## src/rtl/muldiv_pkg.sv

```systemverilog
// Shared types and helpers for the iterative RV32M multiply/divide unit.
package muldiv_pkg;

   // M-extension operation select (funct3 encoding)
   typedef enum logic [2:0] {
      MD_MUL    = 3'b000,
      MD_MULH   = 3'b001,
      MD_MULHSU = 3'b010,
      MD_MULHU  = 3'b011,
      MD_DIV    = 3'b100,
      MD_DIVU   = 3'b101,
      MD_REM    = 3'b110,
      MD_REMU   = 3'b111
   } md_op_e;

   // Control FSM states
   typedef enum logic [1:0] {
      MD_IDLE,
      MD_CALC,
      MD_FIX,
      MD_DONE
   } md_state_e;

   // Width of the iteration counter that runs 0 .. width-1
   function automatic int unsigned count_width(input int unsigned width);
      return (width <= 2) ? 1 : $clog2(width);
   endfunction

endpackage

```

## src/rtl/muldiv_negate.sv

```systemverilog
// Conditional two's-complement negation of an N-bit value.
module muldiv_negate #(
   parameter int unsigned N = 32
) (
   input  logic         neg,
   input  logic [N-1:0] din,
   output logic [N-1:0] dout
);

   // Pass through, or invert and add one when neg is set
   always_comb begin
      dout = din;
      if (neg) begin
         dout = ~din + N'(1);
      end
   end

endmodule

```

## src/rtl/muldiv_unit.sv

```systemverilog
// Iterative RV32M multiply/divide unit: shift-add multiply, restoring divide,
// one bit per cycle, sign fix-up in a final cycle, ready/valid result.
module muldiv_unit
   import muldiv_pkg::*;
#(
   parameter int unsigned DATA_WIDTH   = 32,
   parameter int unsigned FUNCT3_WIDTH = 3
) (
   input  logic                    clk,
   input  logic                    rst,
   input  logic                    start,
   input  logic                    flush,
   input  logic [FUNCT3_WIDTH-1:0] funct3,
   input  logic [DATA_WIDTH-1:0]   srcA,
   input  logic [DATA_WIDTH-1:0]   srcB,
   output logic                    busy,
   output logic                    result_valid,
   input  logic                    result_ready,
   output logic [DATA_WIDTH-1:0]   result
);

   localparam int unsigned W          = DATA_WIDTH;
   localparam int unsigned CW         = count_width(W);
   localparam logic [CW-1:0] COUNT_LAST = CW'(W - 1);
   localparam logic [W-1:0]  INT_MIN    = {1'b1, {(W-1){1'b0}}};

   md_state_e       state_q, state_d;
   md_op_e          op_q, op_d;
   logic            neg_q, neg_d;
   logic            special_q, special_d;
   logic [CW-1:0]   count_q, count_d;
   // Multiplicand (multiply) or divisor magnitude (divide)
   logic [W-1:0]    opnd_q, opnd_d;
   // Multiply: 2W product/multiplier shifter. Divide: {remainder, quotient/dividend}.
   logic [2*W-1:0]  acc_q, acc_d;
   logic [W-1:0]    result_q, result_d;

   // Incoming operation decode
   md_op_e          in_op;
   logic            in_is_div, in_is_rem;
   logic            a_signed, b_signed, sign_a, sign_b;
   logic [W-1:0]    abs_a, abs_b;
   logic            div_by_zero, div_ovf;
   logic [W-1:0]    special_res;

   assign in_op     = md_op_e'(funct3[2:0]);
   assign in_is_div = funct3[2];
   assign in_is_rem = funct3[2] & funct3[1];
   assign a_signed  = (in_op == MD_MULH) || (in_op == MD_MULHSU) ||
                      (in_op == MD_DIV) || (in_op == MD_REM);
   assign b_signed  = (in_op == MD_MULH) || (in_op == MD_DIV) || (in_op == MD_REM);
   assign sign_a    = a_signed & srcA[W-1];
   assign sign_b    = b_signed & srcB[W-1];

   muldiv_negate #(.N(W)) u_abs_a (
      .neg  (sign_a),
      .din  (srcA),
      .dout (abs_a)
   );

   muldiv_negate #(.N(W)) u_abs_b (
      .neg  (sign_b),
      .din  (srcB),
      .dout (abs_b)
   );

   assign div_by_zero = in_is_div && (srcB == '0);
   assign div_ovf     = ((in_op == MD_DIV) || (in_op == MD_REM)) &&
                        (srcA == INT_MIN) && (srcB == '1);

   // Preset result for divide-by-zero and signed overflow
   always_comb begin
      special_res = '0;
      if (div_by_zero) begin
         special_res = funct3[1] ? srcA : '1;
      end else if (div_ovf) begin
         special_res = funct3[1] ? '0 : srcA;
      end
   end

   // One iteration of the multiply and divide datapaths
   logic [W:0]     mul_sum;
   logic [W:0]     div_shift;
   logic           div_ok;
   logic [W-1:0]   div_rem;
   logic [2*W-1:0] mul_step, div_step;

   always_comb begin
      mul_sum   = {1'b0, acc_q[2*W-1:W]} + (acc_q[0] ? {1'b0, opnd_q} : '0);
      mul_step  = {mul_sum, acc_q[W-1:1]};
      div_shift = {acc_q[2*W-1:W], acc_q[W-1]};
      div_ok    = (div_shift >= {1'b0, opnd_q});
      // Partial remainder always fits in W bits once the divisor is subtracted
      div_rem   = div_ok ? (div_shift[W-1:0] - opnd_q) : div_shift[W-1:0];
      div_step  = {div_rem, acc_q[W-2:0], div_ok};
   end

   // Final sign fix-up and result select
   logic [2*W-1:0] fix_in, fix_out;
   logic [W-1:0]   fix_res;

   always_comb begin
      fix_in = acc_q;
      if (op_q[2]) begin
         fix_in = {{W{1'b0}}, (op_q[1] ? acc_q[2*W-1:W] : acc_q[W-1:0])};
      end
   end

   muldiv_negate #(.N(2*W)) u_fix (
      .neg  (neg_q),
      .din  (fix_in),
      .dout (fix_out)
   );

   assign fix_res = ((op_q == MD_MUL) || op_q[2]) ? fix_out[W-1:0] : fix_out[2*W-1:W];

   // Next-state and datapath next values
   always_comb begin
      state_d   = state_q;
      op_d      = op_q;
      neg_d     = neg_q;
      special_d = special_q;
      count_d   = count_q;
      opnd_d    = opnd_q;
      acc_d     = acc_q;
      result_d  = result_q;
      unique case (state_q)
         MD_IDLE: begin
            if (start && !flush) begin
               op_d    = in_op;
               // Remainder takes the dividend's sign; everything else the product of signs
               neg_d   = in_is_rem ? sign_a : (sign_a ^ sign_b);
               count_d = '0;
               if (in_is_div) begin
                  opnd_d = abs_b;
                  acc_d  = {{W{1'b0}}, abs_a};
               end else begin
                  opnd_d = abs_a;
                  acc_d  = {{W{1'b0}}, abs_b};
               end
               if (div_by_zero || div_ovf) begin
                  special_d = 1'b1;
                  result_d  = special_res;
                  state_d   = MD_FIX;
               end else begin
                  special_d = 1'b0;
                  state_d   = MD_CALC;
               end
            end
         end
         MD_CALC: begin
            if (flush) begin
               state_d = MD_IDLE;
            end else begin
               acc_d   = op_q[2] ? div_step : mul_step;
               count_d = count_q + CW'(1);
               if (count_q == COUNT_LAST) begin
                  count_d = '0;
                  state_d = MD_FIX;
               end
            end
         end
         MD_FIX: begin
            if (flush) begin
               state_d = MD_IDLE;
            end else begin
               if (!special_q) begin
                  result_d = fix_res;
               end
               state_d = MD_DONE;
            end
         end
         MD_DONE: begin
            if (flush || result_ready) begin
               state_d = MD_IDLE;
            end
         end
         default: state_d = MD_IDLE;
      endcase
   end

   // State and datapath registers with synchronous reset
   always_ff @(posedge clk) begin
      if (rst) begin
         state_q   <= MD_IDLE;
         op_q      <= MD_MUL;
         neg_q     <= 1'b0;
         special_q <= 1'b0;
         count_q   <= '0;
         opnd_q    <= '0;
         acc_q     <= '0;
         result_q  <= '0;
      end else begin
         state_q   <= state_d;
         op_q      <= op_d;
         neg_q     <= neg_d;
         special_q <= special_d;
         count_q   <= count_d;
         opnd_q    <= opnd_d;
         acc_q     <= acc_d;
         result_q  <= result_d;
      end
   end

   assign busy         = (state_q != MD_IDLE);
   assign result_valid = (state_q == MD_DONE);
   assign result       = result_q;

endmodule

```

## config.mk

```make
export PLATFORM = sky130hd
export DESIGN_NAME = muldiv_unit
export DESIGN_NICKNAME = d
export VERILOG_FILES = /design/src/rtl/muldiv_pkg.sv /design/src/rtl/muldiv_negate.sv /design/src/rtl/muldiv_unit.sv
export SDC_FILE = /design/constraint.sdc
export NUM_CORES = 1
export LEC_CHECK = 0
export CAP_MARGIN = 30
export CORE_MARGIN = 2
export CORE_UTILIZATION = 61
export DETAILED_ROUTE_END_ITERATION = 8
export MAX_ROUTING_LAYER = met4
export PLACE_DENSITY_LB_ADDON = 0.1
export SYNTH_ARGS = -nofsm -noshare
export SYNTH_HDL_FRONTEND = slang
export SYNTH_SLANG_ARGS = --single-unit
```

## constraint.sdc

```tcl
create_clock -name clk -period 4.8 [get_ports clk]
set_clock_uncertainty 0.1 [all_clocks]
set_input_delay 0.72 -clock clk [delete_from_list [all_inputs] [get_ports clk]]
set_output_delay 0.72 -clock clk [all_outputs]
set_load 0.05 [all_outputs]
```

Yosys cells after proc, flatten, opt, wreduce, memory -nomap -nowiden --
Index checks and enable logic that the tools add are counted.
Cells by class: add/sub/neg operators 6, magnitude comparators 1, equality and inequality tests 17, mux-type cells 36, bitwise logic cells 7, reductions and logical operators 24
Operators with widths (number):
- 32-bit 2-to-1 mux | 16
- 64-bit 2-to-1 mux | 5
- 64-bit case mux with 2 select lines | 1
- 32-bit by 1-bit adder with 32-bit output, second input constant | 2
- 64-bit by 1-bit adder with 64-bit output, second input constant | 1
- 32-bit == test, second input constant | 2
- 32-bit inverter | 2
- 64-bit inverter | 1
- 32-bit case mux with 2 select lines | 1
- 32-bit by 32-bit adder with 33-bit output | 1
- 33-bit by 32-bit >= comparator with 1-bit output | 1
- 32-bit logical NOT | 1
- 32-bit subtractor | 1
- 5-bit 2-to-1 mux | 3
- 2-bit 2-to-1 mux | 6
- 2-bit inequality test, second input constant | 5
- 5-bit case mux with 2 select lines | 1
- 1-bit logical OR | 9
- 2-bit case mux with 4 select lines | 1
- 3-bit == test, second input constant | 2
- 3-bit AND reduction | 2
- 2-bit nonzero test | 3
- 5-bit by 1-bit adder with 5-bit output, second input constant | 1
- 5-bit == test, second input constant | 1
- other kinds (15) | 22
Storage, ports and cells: register bits after elaboration 140, input bits 72, output and inout port bits 34, logic and storage cells 99

Longest topological paths before layout --
depth in word-level cells 9, depth in mapped cells 15, mapped depth without buffers 13

Modules after synthesis --
From an unflattened synthesis, not the netlist that was laid out.
Unflattened totals: cell total of the unflattened synthesis 1938, area, all modules 14984.4 um2
By module, submodules not included:
- muldiv_unit | times used 1, cells each 1534, area each 11781.3 um2
- muldiv_negate (u_fix) | times used 1, cells each 206, area each 1649.1 um2
- muldiv_negate (u_abs_a ...) | times used 2, cells each 99, area each 777.0 um2

Least setup slack after synthesis --
No wires, ideal clock.
path kind register to register, start point register op_q[1], end point register result_q[12], in the netlist result[12], setup time 0.059 ns, data arrival time 3.549 ns, setup slack 1.092 ns, stages on the path, launching flop included 16, buffers on the path 4, period minus slack after synthesis 3.708 ns, cell sequence dfxtp_1 > and2_1 > buf_6 > buf_6 > buf_2 > buf_1 > mux2i_1 > ha_1 > inv_1 > nor4_4 > nand2_4 > nor3_4 > nand3_1 > mux2i_1 > a2111oi_0 > o221a_2
On the way: cells in the longest elaborated chain, start to end 9, elaborated cells between the ends (all ways) 11, classes of those cells add/sub: 1; mux: 7; bitwise: 1; reduce/logical: 2
Ends and longest elaborated chain:
- from (decl) | RTL line muldiv_unit.sv:28 | md_op_e op_q, op_d;
- from (signal assigned) | RTL line muldiv_unit.sv:195 | op_q <= op_d;
- 32-bit 2-to-1 mux | RTL line muldiv_unit.sv:105 | fix_in = {{W{1'b0}}, (op_q[1] ? acc_q[2*W-1:W] : acc_q[W-1:0])};
- 64-bit 2-to-1 mux | RTL line muldiv_unit.sv:104 | if (op_q[2]) begin
- 64-bit inverter | RTL line muldiv_negate.sv:14 | dout = ~din + N'(1);
- 64-bit by 1-bit adder with 64-bit output | RTL line muldiv_negate.sv:14
- 64-bit 2-to-1 mux | RTL line muldiv_negate.sv:13 | if (neg) begin
- 32-bit 2-to-1 mux * | RTL line muldiv_unit.sv:115 | assign fix_res = ((op_q == MD_MUL) || op_q[2]) ? fix_out[W-1:0] : fix_out[2*W-1:W];
- 32-bit 2-to-1 mux * | RTL line muldiv_unit.sv:167 | if (!special_q) begin
- 32-bit 2-to-1 mux * | RTL line muldiv_unit.sv:164 | if (flush) begin
- 32-bit case mux with 2 select lines * | RTL line muldiv_unit.sv:127 | unique case (state_q)
- to (signal assigned) | RTL line muldiv_unit.sv:201 | result_q <= result_d;
- to (decl) | RTL line muldiv_unit.sv:36 | logic [W-1:0] result_q, result_d;
Mark *: on every way between the ends. The rest lies on a longest branch, timed or not. The select of a mux whose other input is x is not followed. A chain may end at the register's enable or synchronous reset.

Worst setup path in the final report --
start point register acc_q[0], end point register acc_q[62]
On the way: cells in the longest elaborated chain, start to end 5
Ends and longest elaborated chain:
- from (decl) | RTL line muldiv_unit.sv:35 | logic [2*W-1:0] acc_q, acc_d;
- from (signal assigned) | RTL line muldiv_unit.sv:191 | acc_q <= '0;
- from (signal assigned) | RTL line muldiv_unit.sv:200 | acc_q <= acc_d;
- 32-bit 2-to-1 mux | RTL line muldiv_unit.sv:89 | mul_sum = {1'b0, acc_q[2*W-1:W]} + (acc_q[0] ? {1'b0, opnd_q} : '0);
- 32-bit by 32-bit adder with 33-bit output | RTL line muldiv_unit.sv:89
- 64-bit 2-to-1 mux | RTL line muldiv_unit.sv:155 | acc_d = op_q[2] ? div_step : mul_step;
- 64-bit 2-to-1 mux | RTL line muldiv_unit.sv:152 | if (flush) begin
- 64-bit case mux with 2 select lines | RTL line muldiv_unit.sv:127
No other way between the ends. The select of a mux whose other input is x is not followed.

==> run summary <==
routed wire length: 61.7 mm
min cycle time layout: 4.21 ns
cells along the critical path: inv_1 > buf_4 > nor2_1 > ha_1 > nand3_1 > nor2_1 > and3_1 > a22o_1 > a2111oi_2 > buf_4 > o41ai_1 > a221oi_1 > mux2i_1 > a2111oi_0
DRC viols: 0
Worst R2R Start: acc_q[0]
outcome: complete, no violations
sw frac: 0.424
post-place setup slack: 0.488 ns
r2r setup slk: 0.59 ns
dpl cell area: 16500 um^2
Longest Clk Path Bufs: 2
vias in the first global route: 16.1k
final count of hold timing violations: 0
peak supply drop: 0.184 mV
Comb pwr share: 0.373
hold slack: 0.363 ns
final core utilization: 0.702
Clk pin slew, worst setup/hold paths: 0.08 ns
largest area contributor in the netlist: dfxtp_1
FMAX: 237 MHz
Clk network pwr share: 0.325
Leak Pwr: 6.61 nW
Starting Density: 0.623
commonest non-fill, non-tap cell in the layout: nor2_1
distinct cell type count after synthesis: 102
crit path max fanout: 16
Max Cap Viol: 0
FP Rows: 57
Setup CP Type: register to register
worst skew pair latency: 0.45 ns
GR Util met3: 0.109
met2 GRT Util: 0.676
Power Dens Cells: 254 nW/um^2
crit end category: register
Clk Tree Root Cell: clkbuf_16
RSZ-0062 raised after global routing: false
Worst Setup Slack, final: 0.589 ns
Worst Setup Start Kind: register
CP delay by family, top: compound AO/OA/AOI/OAI gates
largest net degree at the start of global routing: 55
top post-synthesis cells by area: dfxtp_1, nor2_1, a21oi_1
CTS hold repair buffers: 0
Avg Inst Size Synth: 7.13 um^2
Pint: 2.51 mW
asr flop ratio synth: 0
H-tree levels: 4
design area: 17100 um^2
CTS Buf Count: 17
Die ar.: 26200 um^2
number of port buffers: 105
min-delay src: opnd_q[30]
worst reg2reg endpoint: acc_q[62]
Final nets: 2307
Req. time, crit path: 5.02 ns
Yosys reg bits: 140
area grow syn2layout: 12.7%
number of synthesized flops with an enable pin: 0
gr ovfl total: 0
post-cts sizing count: 0
Critical Path Max Stage Delay: 0.58 ns
Setup TNS Final: 0 ns
Post-Layout Cell Count: 2500
Detailed Routing Iterations Pass 1: 7
DRT iter0 DRCs: 3199
final RePlAce weighted congestion: 1.10
CTS tree: done
Tot GR Track Use: 0.470
Synth Flop Type: dfxtp_1
Clock Sinks: 140
Psw: 1.85 mW
Hold Path Cell Cnt: 2
WL per Instance: 24.7 um
most frequent cells in the layout: nor2_1, a21oi_1, nand2_1, o21ai_0, dfxtp_1
first-pass GRT wire length: 93.1 mm
Worst-Margin Slew: 1.13 ns
layout cells sized above 1: 0.0790
Syn Std Cell Area: 15200 um^2
area of the core: 24400 um^2
top-area cell type share of the netlist area: 0.184
Seq/Total Area, Yosys: 0.184
Antenna Violating Nets Remaining: 0
Vias/cell: 7.09
num ports: 106
Chip Height: 162 um
Placed Cells: 2467
crit path DAT: 4.43 ns
Final Setup Violations: 0
Power Total: 4.36 mW
WP buf/inv: 3
GR peak layer: met2
slowest cell on the critical path: a221oi_1
HPWL Detailed: 47.1 mm
Flop pwr share: 0.302
initial antenna violation count: 0
n_diodes: 0
fin crit share: 0.877
via count: 17.7k
Die Wd: 162 um
Hold/Removal Path Class: register to register
setup bufs post-CTS: 0
GR Layer Usage met1: 0.614
syn nets: 2275
Hold Path End: opnd_q[30]
Syn Inst Count: 2131
max-slew violations: 0
Yosys warnings: 0
reg2reg path depth: 14
Rel. slew slack: 0.244
power by group through the flow:
stage / Clock [mW] / Sequential, mW / Combinational, mW
6_report: 1.41 / 1.32 / 1.62
2_1_floorplan: 0 / 1.31 / 1.05
5_1_grt: 1.44 / 1.32 / 1.72
3_5_place_dp: 0 / 1.33 / 1.55
4_1_cts: 1.39 / 1.31 / 1.56
3_3_place_gp: 0 / 1.33 / 1.53
area by class of cell:
cell class	count	area [um^2]
Clock buffer	17	425
Clock inverter	15	181
Fill cell	2147	7270
Multi-Input combinational cell	1756	11500
Inverter	78	293
Tap cell	324	405
Timing Repair Buffer	170	1540
Sequential cell	140	2810
cell families after synthesis:
family	synth area share
XOR/XNOR	0.0836
flip-flops	0.184
buffers and inverters	0.0627
AND/OR/NAND/NOR	0.238
adder cells (fa/ha/maj)	0.0603
AO/OA/AOI/OAI	0.308
multiplexers	0.0625
layer usage:
layer | vias up | routed length [um]
met2 | 1383 | 25600
met5 | - | 0
met1 | 8138 | 24000
li1 | 7931 | -
met4 | 0 | 3680
met3 | 266 | 8440
worst reg2reg max path, delay by kind of cell, from the launching register on:
kind / cells / cell delay, ns
mux: 1 / 0.15
fa+ha+maj: 1 / 0.37
simple gates: 4 / 0.51
compound gates: 5 / 1.66
buf+inv: 3 / 0.91
flops: 1 / 0.41
cells in the mapped netlist (all sizes together) (8+ instances only):
cell type / number
a2111oi: 8
a22o: 9
dfxtp: 140
nor3: 70
o22ai: 17
nor4: 33
inv: 76
o221ai: 10
clkbuf: 116
nand3: 51
xor2: 63
a311oi: 10
a211o: 10
or2: 8
nand2: 175
a22oi: 10
a21o: 38
and3: 10
o31ai: 31
a211oi: 61
o41ai: 19
buf: 41
nand4: 32
o211ai: 24
or4: 9
ha: 70
nand2b: 16
mux2i: 81
mux2: 12
nor2b: 11
or3: 13
nor2: 266
a21oi: 185
and2: 16
xnor2: 82
o21ai: 160
o21a: 13
a221oi: 11
a31oi: 24
o21bai: 9
registers in the layout, indices dropped and copies added, names as in the netlist:
name       cells
result        32
special_q      1
neg_q          1
count_q        5
opnd_q        32
state_q        2
op_q           3
acc_q         64
worst max path at each step:
stage | depth (start not counted) | slack (ns) | from | to
2_1_floorplan | 15 | 1.09 | op_q[1] | result[12]
3_3_place_gp | 10 | 0.52 | srcB[10] | state_q[0]
3_5_place_dp | 10 | 0.49 | srcB[10] | state_q[0]
4_1_cts | 14 | 0.74 | acc_q[0] | acc_q[62]
5_1_grt | 14 | 0.47 | acc_q[0] | acc_q[62]
6_report | 14 | 0.59 | acc_q[0] | acc_q[62]
Note: power is estimated with default switching activity, not from simulation.
